<file path="config.mk">
export PLATFORM = sky130hd
export DESIGN_NAME = fp_mult_result_fifo_flat
export DESIGN_NICKNAME = d
export VERILOG_FILES = /design/src/rtl/fp_mult_result_fifo_if.sv /design/src/rtl/fp_mult_result_fifo.sv /design/src/flat_wrapper.sv
export SDC_FILE = /design/constraint.sdc
export NUM_CORES = 1
export LEC_CHECK = 0
export ABC_AREA = 1
export CAP_MARGIN = 20
export CORE_MARGIN = 2
export CORE_UTILIZATION = 50
export CTS_CLUSTER_DIAMETER = 50
export CTS_CLUSTER_SIZE = 28
export DETAILED_ROUTE_END_ITERATION = 10
export MAX_ROUTING_LAYER = met4
export PLACE_DENSITY = 0.74
export SYNTH_ARGS = -nofsm -noshare
export SYNTH_HDL_FRONTEND = slang
export SYNTH_SLANG_ARGS = --single-unit
</file>
<file path="constraint.sdc">
create_clock -name clk -period 2.3 [get_ports clk]
set_input_delay 0.46 -clock clk [delete_from_list [all_inputs] [get_ports clk]]
set_output_delay 0.46 -clock clk [all_outputs]
set_load 0.1 [all_outputs]
</file>
<file path="src/rtl/fp_mult_result_fifo_if.sv">
// Handshake bundle between the FP multiplier, the result FIFO and its consumer.
// master = producer/consumer side, slave = FIFO side.
interface fp_mult_result_fifo_if;
   logic        in_valid;
   logic        in_ready;
   logic [31:0] in_result;
   logic        in_exception;
   logic        in_overflow;
   logic        in_underflow;
   logic        out_valid;
   logic        out_ready;
   logic [31:0] out_result;
   logic [2:0]  out_flags;

   modport master (
      output in_valid, in_result, in_exception, in_overflow, in_underflow, out_ready,
      input  in_ready, out_valid, out_result, out_flags
   );

   modport slave (
      input  in_valid, in_result, in_exception, in_overflow, in_underflow, out_ready,
      output in_ready, out_valid, out_result, out_flags
   );
endinterface

</file>
<file path="src/rtl/fp_mult_result_fifo.sv">
// First-word-fall-through FIFO for FP multiplier results plus per-flag saturating
// event counters and sticky flags; one-cycle push-to-head latency, in_ready from state only.
module fp_mult_result_fifo #(
   parameter int DEPTH = 4,
   parameter int CNT_W = 16
) (
   input  logic                      clk,
   input  logic                      rst_n,
   fp_mult_result_fifo_if.slave      bus,
   output logic [$clog2(DEPTH):0]    level,
   input  logic                      clr_stats,
   output logic [CNT_W-1:0]          exc_count,
   output logic [CNT_W-1:0]          ovf_count,
   output logic [CNT_W-1:0]          unf_count,
   output logic [2:0]                sticky_flags
);
   localparam int AW = $clog2(DEPTH);
   localparam logic [AW:0] LEVEL_FULL = (AW+1)'(DEPTH);

   typedef struct packed {
      logic [31:0] result;
      logic [2:0]  flags;
   } entry_t;

   entry_t            mem [DEPTH];
   logic [AW-1:0]     rd_ptr;
   logic [AW-1:0]     wr_ptr;
   logic              push;
   logic              pop;
   entry_t            wr_ent;
   entry_t            head;
   logic [CNT_W-1:0]  cnt [3];

   assign wr_ent.result = bus.in_result;
   assign wr_ent.flags  = {bus.in_exception, bus.in_overflow, bus.in_underflow};

   // Ready is masked by reset so nothing is offered to the producer during a reset cycle.
   assign bus.in_ready  = rst_n & (level != LEVEL_FULL);
   assign bus.out_valid = (level != '0);
   assign push          = bus.in_valid & bus.in_ready;
   assign pop           = bus.out_valid & bus.out_ready;

   assign head           = mem[rd_ptr];
   assign bus.out_result = head.result;
   assign bus.out_flags  = head.flags;

   always_ff @(posedge clk) begin
      if (!rst_n) begin
         rd_ptr <= '0;
         wr_ptr <= '0;
         level  <= '0;
         for (int i = 0; i < DEPTH; i++) begin
            mem[i] <= '0;
         end
      end else begin
         if (push) begin
            mem[wr_ptr] <= wr_ent;
            wr_ptr      <= wr_ptr + 1'b1;
         end
         if (pop) begin
            rd_ptr <= rd_ptr + 1'b1;
         end
         if (push && !pop) begin
            level <= level + 1'b1;
         end else if (pop && !push) begin
            level <= level - 1'b1;
         end
      end
   end

   // Clear wins over a same-cycle push: that word's flags are neither counted nor made sticky.
   always_ff @(posedge clk) begin
      if (!rst_n || clr_stats) begin
         for (int i = 0; i < 3; i++) begin
            cnt[i] <= '0;
         end
         sticky_flags <= '0;
      end else if (push) begin
         for (int i = 0; i < 3; i++) begin
            if (wr_ent.flags[i] && (cnt[i] != '1)) begin
               cnt[i] <= cnt[i] + 1'b1;
            end
         end
         sticky_flags <= sticky_flags | wr_ent.flags;
      end
   end

   assign exc_count = cnt[2];
   assign ovf_count = cnt[1];
   assign unf_count = cnt[0];
endmodule

</file>
<file path="src/flat_wrapper.sv">
// flat-port wrapper written by rule: the top's interface ports become plain ports
module fp_mult_result_fifo_flat 
#(
   parameter int DEPTH = 4,
   parameter int CNT_W = 16
)
  (clk, rst_n, level, clr_stats, exc_count, ovf_count, unf_count, sticky_flags, bus_in_valid, bus_in_result, bus_in_exception, bus_in_overflow, bus_in_underflow, bus_out_ready, bus_in_ready, bus_out_valid, bus_out_result, bus_out_flags);
  fp_mult_result_fifo_if bus_i ();
  input  logic clk;
  input  logic rst_n;
  output logic [$clog2(DEPTH):0] level;
  input  logic clr_stats;
  output logic [CNT_W-1:0] exc_count;
  output logic [CNT_W-1:0] ovf_count;
  output logic [CNT_W-1:0] unf_count;
  output logic [2:0] sticky_flags;
  input wire logic [$bits(bus_i.in_valid)-1:0] bus_in_valid;
  input wire logic [$bits(bus_i.in_result)-1:0] bus_in_result;
  input wire logic [$bits(bus_i.in_exception)-1:0] bus_in_exception;
  input wire logic [$bits(bus_i.in_overflow)-1:0] bus_in_overflow;
  input wire logic [$bits(bus_i.in_underflow)-1:0] bus_in_underflow;
  input wire logic [$bits(bus_i.out_ready)-1:0] bus_out_ready;
  output wire logic [$bits(bus_i.in_ready)-1:0] bus_in_ready;
  output wire logic [$bits(bus_i.out_valid)-1:0] bus_out_valid;
  output wire logic [$bits(bus_i.out_result)-1:0] bus_out_result;
  output wire logic [$bits(bus_i.out_flags)-1:0] bus_out_flags;
  assign bus_i.in_valid = bus_in_valid;
  assign bus_i.in_result = bus_in_result;
  assign bus_i.in_exception = bus_in_exception;
  assign bus_i.in_overflow = bus_in_overflow;
  assign bus_i.in_underflow = bus_in_underflow;
  assign bus_i.out_ready = bus_out_ready;
  assign bus_in_ready = bus_i.in_ready;
  assign bus_out_valid = bus_i.out_valid;
  assign bus_out_result = bus_i.out_result;
  assign bus_out_flags = bus_i.out_flags;
  fp_mult_result_fifo #(.DEPTH(DEPTH), .CNT_W(CNT_W)) u_core (.clk(clk), .rst_n(rst_n), .bus(bus_i), .level(level), .clr_stats(clr_stats), .exc_count(exc_count), .ovf_count(ovf_count), .unf_count(unf_count), .sticky_flags(sticky_flags));
endmodule
</file>
==> impl_results.md <==
- Status: finished clean
- Post-synthesis compound-gate area fraction: 7.39%
- Clock Sinks: 200
- Mapped Cells: 925
- Max clock buf depth: 2
- Number of port buffers: 130
- Critical path endpoint category: output port
- Synthesized flop and latch total: 200
- RePlAce Congestion: 0.866
- Static Leak: 5.28 nW
- I/O pin total: 131
- Design area: 12,100 um2
- Dpl cell area: 11,600 um2
- Gr ovfl total: 0
- Setup TNS: 0 ns
- Core Region: 18,000 um2
- Fmax: 450 MHz
- Initial core utilization: 51.2%
- Post-layout util: 67.2%
- Top cell type's share of synthesized area: 61.2%
- Critical path launch point type: register
- Largest net degree at the start of global routing: 55
- Critical path class: reg -> out
- Area leader, netlist: edfxtp_1
- Initial antenna violation count: 0
- CTS tree: yes
- Die span in x: 140 um
- Wire per inst: 15.8 um
- DP Cell Count: 1,279
- Post-synthesis cell type count: 27
- Simple-Gate Fraction of Synth Area: 17.5%
- DR vias/cell: 5.21
- FP Rows: 49
- GRT Util Overall: 22.3%
- Adder-cell share of the synthesized area: 0.759%
- Max-cap violations: 0
- First-pass GRT wire length: 33.3 mm
- Tightest Pin Transition: 0.456 ns
- Synth top area cells: edfxtp_1, nor2_1, inv_1
- Ant diodes: 0
- H-tree levels: 4
- Mux contribution to synthesized area: 0%
- Worst Path Arrival: 1.76 ns
- DRC: 0
- Clk slew on worst S/H paths: 0.06 ns
- Layout cell share with drive strength beyond 1: 20.7%
- Final Slew Violations: 0
- Mapped Nets: 970
- VDD IR max: 0.00107 V
- Clock Tree Root: clkbuf_16
- Postcts setup bufs: 0
- Fillers: 1,373
- HP Class: reg -> reg
- Area delta synth->final: 31.3%
- RSZ-0062 raised after global routing: no
- Die Area: 19,600 um2
- Total number of vias: 6,827
- Final WL: 20.7 mm
- Post-layout nets: 1,114
- First-pass DRT Iterations: 6
- Setup violators final: 0
- Num CTS Buffers: 17
- Period utilization: 96.5%
- CP max FO: 27
- Hold_ws: 0.463 ns
- Tmin final: 2.22 ns
- Final worst slack: 0.0799 ns
- Die Y: 140 um
- Largest family of logic cells by synthesized area: simple AND/OR/NAND/NOR gates
- YS warnings: 0
- Total chip power: 13.7 mW
- Dpl hpwl: 13.6 mm
- Worst clock skew: 0.00701 ns
- Hold buffers post-CTS: 0
- Final Hold Vio Count: 0
- Pwr/cell area: 1130 nW/um2
- DRT iter0 DRCs: 487
- Worst Path Required: 1.84 ns
- Pre-CTS worst setup slack: 0.0279 ns
- Resized cells post-CTS: 1
- Post-route ant nets: 0
- Number of global-route vias before repair: 6,615
- Seq/Total Area, Yosys: 63.8%
- Relative slew slack: 69.6%
- Cell Area, Synth: 9230 um2
- Synth Area in XOR/XNOR: 3.61%
- Clk_lat worst skew: 0.43 ns
- Post-Layout Cell Count: 1,310
- Synth Area per Inst: 9.98 um2
-- logic make-up (layout without fill, tap and decap cells) --
group,Yosys count,after routing
AO/OA/AOI/OAI,125,125
XOR/XNOR,38,38
adder cells (fa/ha/maj),5,5
buffers and inverters,159,315
flip-flops,200,200
AND/OR/NAND/NOR,398,398
-- synthesized netlist by cell type --
cell type / n
dfxtp_1: 12
clkinv_1: 1
fa_1: 1
o21ai_0: 79
ha_1: 4
o22ai_1: 35
nor2_1: 242
a21oi_1: 6
o21a_1: 4
edfxtp_1: 188
xor2_1: 20
nor3_1: 4
buf_6: 3
nand4_1: 9
clkbuf_1: 24
inv_2: 6
a21boi_0: 1
nand3_1: 15
buf_4: 2
nor2_4: 3
buf_2: 11
nor2_2: 6
inv_1: 112
nand3_2: 5
nand2_1: 110
xnor2_1: 18
nand2_2: 4
-- per-layer routing --
| layer | up-vias | share of wire, % | global-route usage [%] |
|---|---|---|---|
| met2 | 190 | 51 | 37.6 |
| li1 | 3322 | - | - |
| met1 | 3283 | 42 | 27.1 |
| met5 | - | 0 | - |
| met4 | 0 | 2.1 | 7.53 |
| met3 | 32 | 5.3 | 4.20 |
-- layout by cell type (no fill, tap or decap), types with 3 or more instances in the layout --
cell and n:
a21oi_1 5, buf_12 51, buf_4 75, clkbuf_16 17
clkdlybuf4s50_1 39, clkinv_1 3, clkinv_2 3, clkinv_4 4
dfxtp_1 8, dfxtp_4 3, edfxtp_1 188, ha_1 3
inv_1 112, inv_2 7, nand2_1 106, nand2_2 5
nand2_4 3, nand3_1 15, nand3_2 4, nand4_1 9
nor2_1 242, nor2_2 6, nor2_4 3, nor3_1 4
o21a_1 3, o21ai_0 79, o22ai_2 35, xnor2_1 18
xor2_1 20
-- worst max-delay path, stage by stage (launching register included) --
cell and delay [ns]:
dfxtp_1 0.33, inv_1 0.07, buf_4 0.32, o21ai_0 0.18, o22ai_2 0.22, buf_12 0.21
-- path summary, 6_finish.rpt --
check                                                     end  depth (start not counted)  slack [ns]                          start
worst max register to register     u_core.mem[3][5]$_DFFE_PP_                          7        0.31   u_core.level[0]$_SDFFE_PN0P_
worst min-delay path            u_core.rd_ptr[1]$_SDFFE_PN0P_                          2        0.46  u_core.rd_ptr[1]$_SDFFE_PN0P_
worst min register to register  u_core.rd_ptr[1]$_SDFFE_PN0P_                          2        0.46  u_core.rd_ptr[1]$_SDFFE_PN0P_
worst max-delay path                        bus_out_result[6]                          5        0.08                       register
-- final cells by class --
| cell class | instances | area, um2 | area share (%) |
|---|---|---|---|
| sequential | 200 | 5900 | 48.7 |
| clock buffer | 18 | 429 | 3.54 |
| clock inverter | 13 | 108 | 0.888 |
| multi-input combinational | 566 | 2980 | 24.6 |
| inverter | 119 | 447 | 3.68 |
| timing repair buffer | 165 | 1970 | 16.3 |
| tap | 229 | 287 | 2.36 |
-- flip-flops by register name, indices dropped and copies added, names as in the netlist, named ones only --
register	flops
u_core.mem	140
u_core.level	3
u_core.sticky_flags	3
u_core.wr_ptr	2
u_core.rd_ptr	2
u_core.cnt	48
-- power by group --
part           switching [mW]  internal, mW
registers               0.202          4.38
logic                    4.39          1.97
clock network            1.26          1.48
total                    5.86          7.82
No activity file was read; power rests on OpenSTA's default activity.
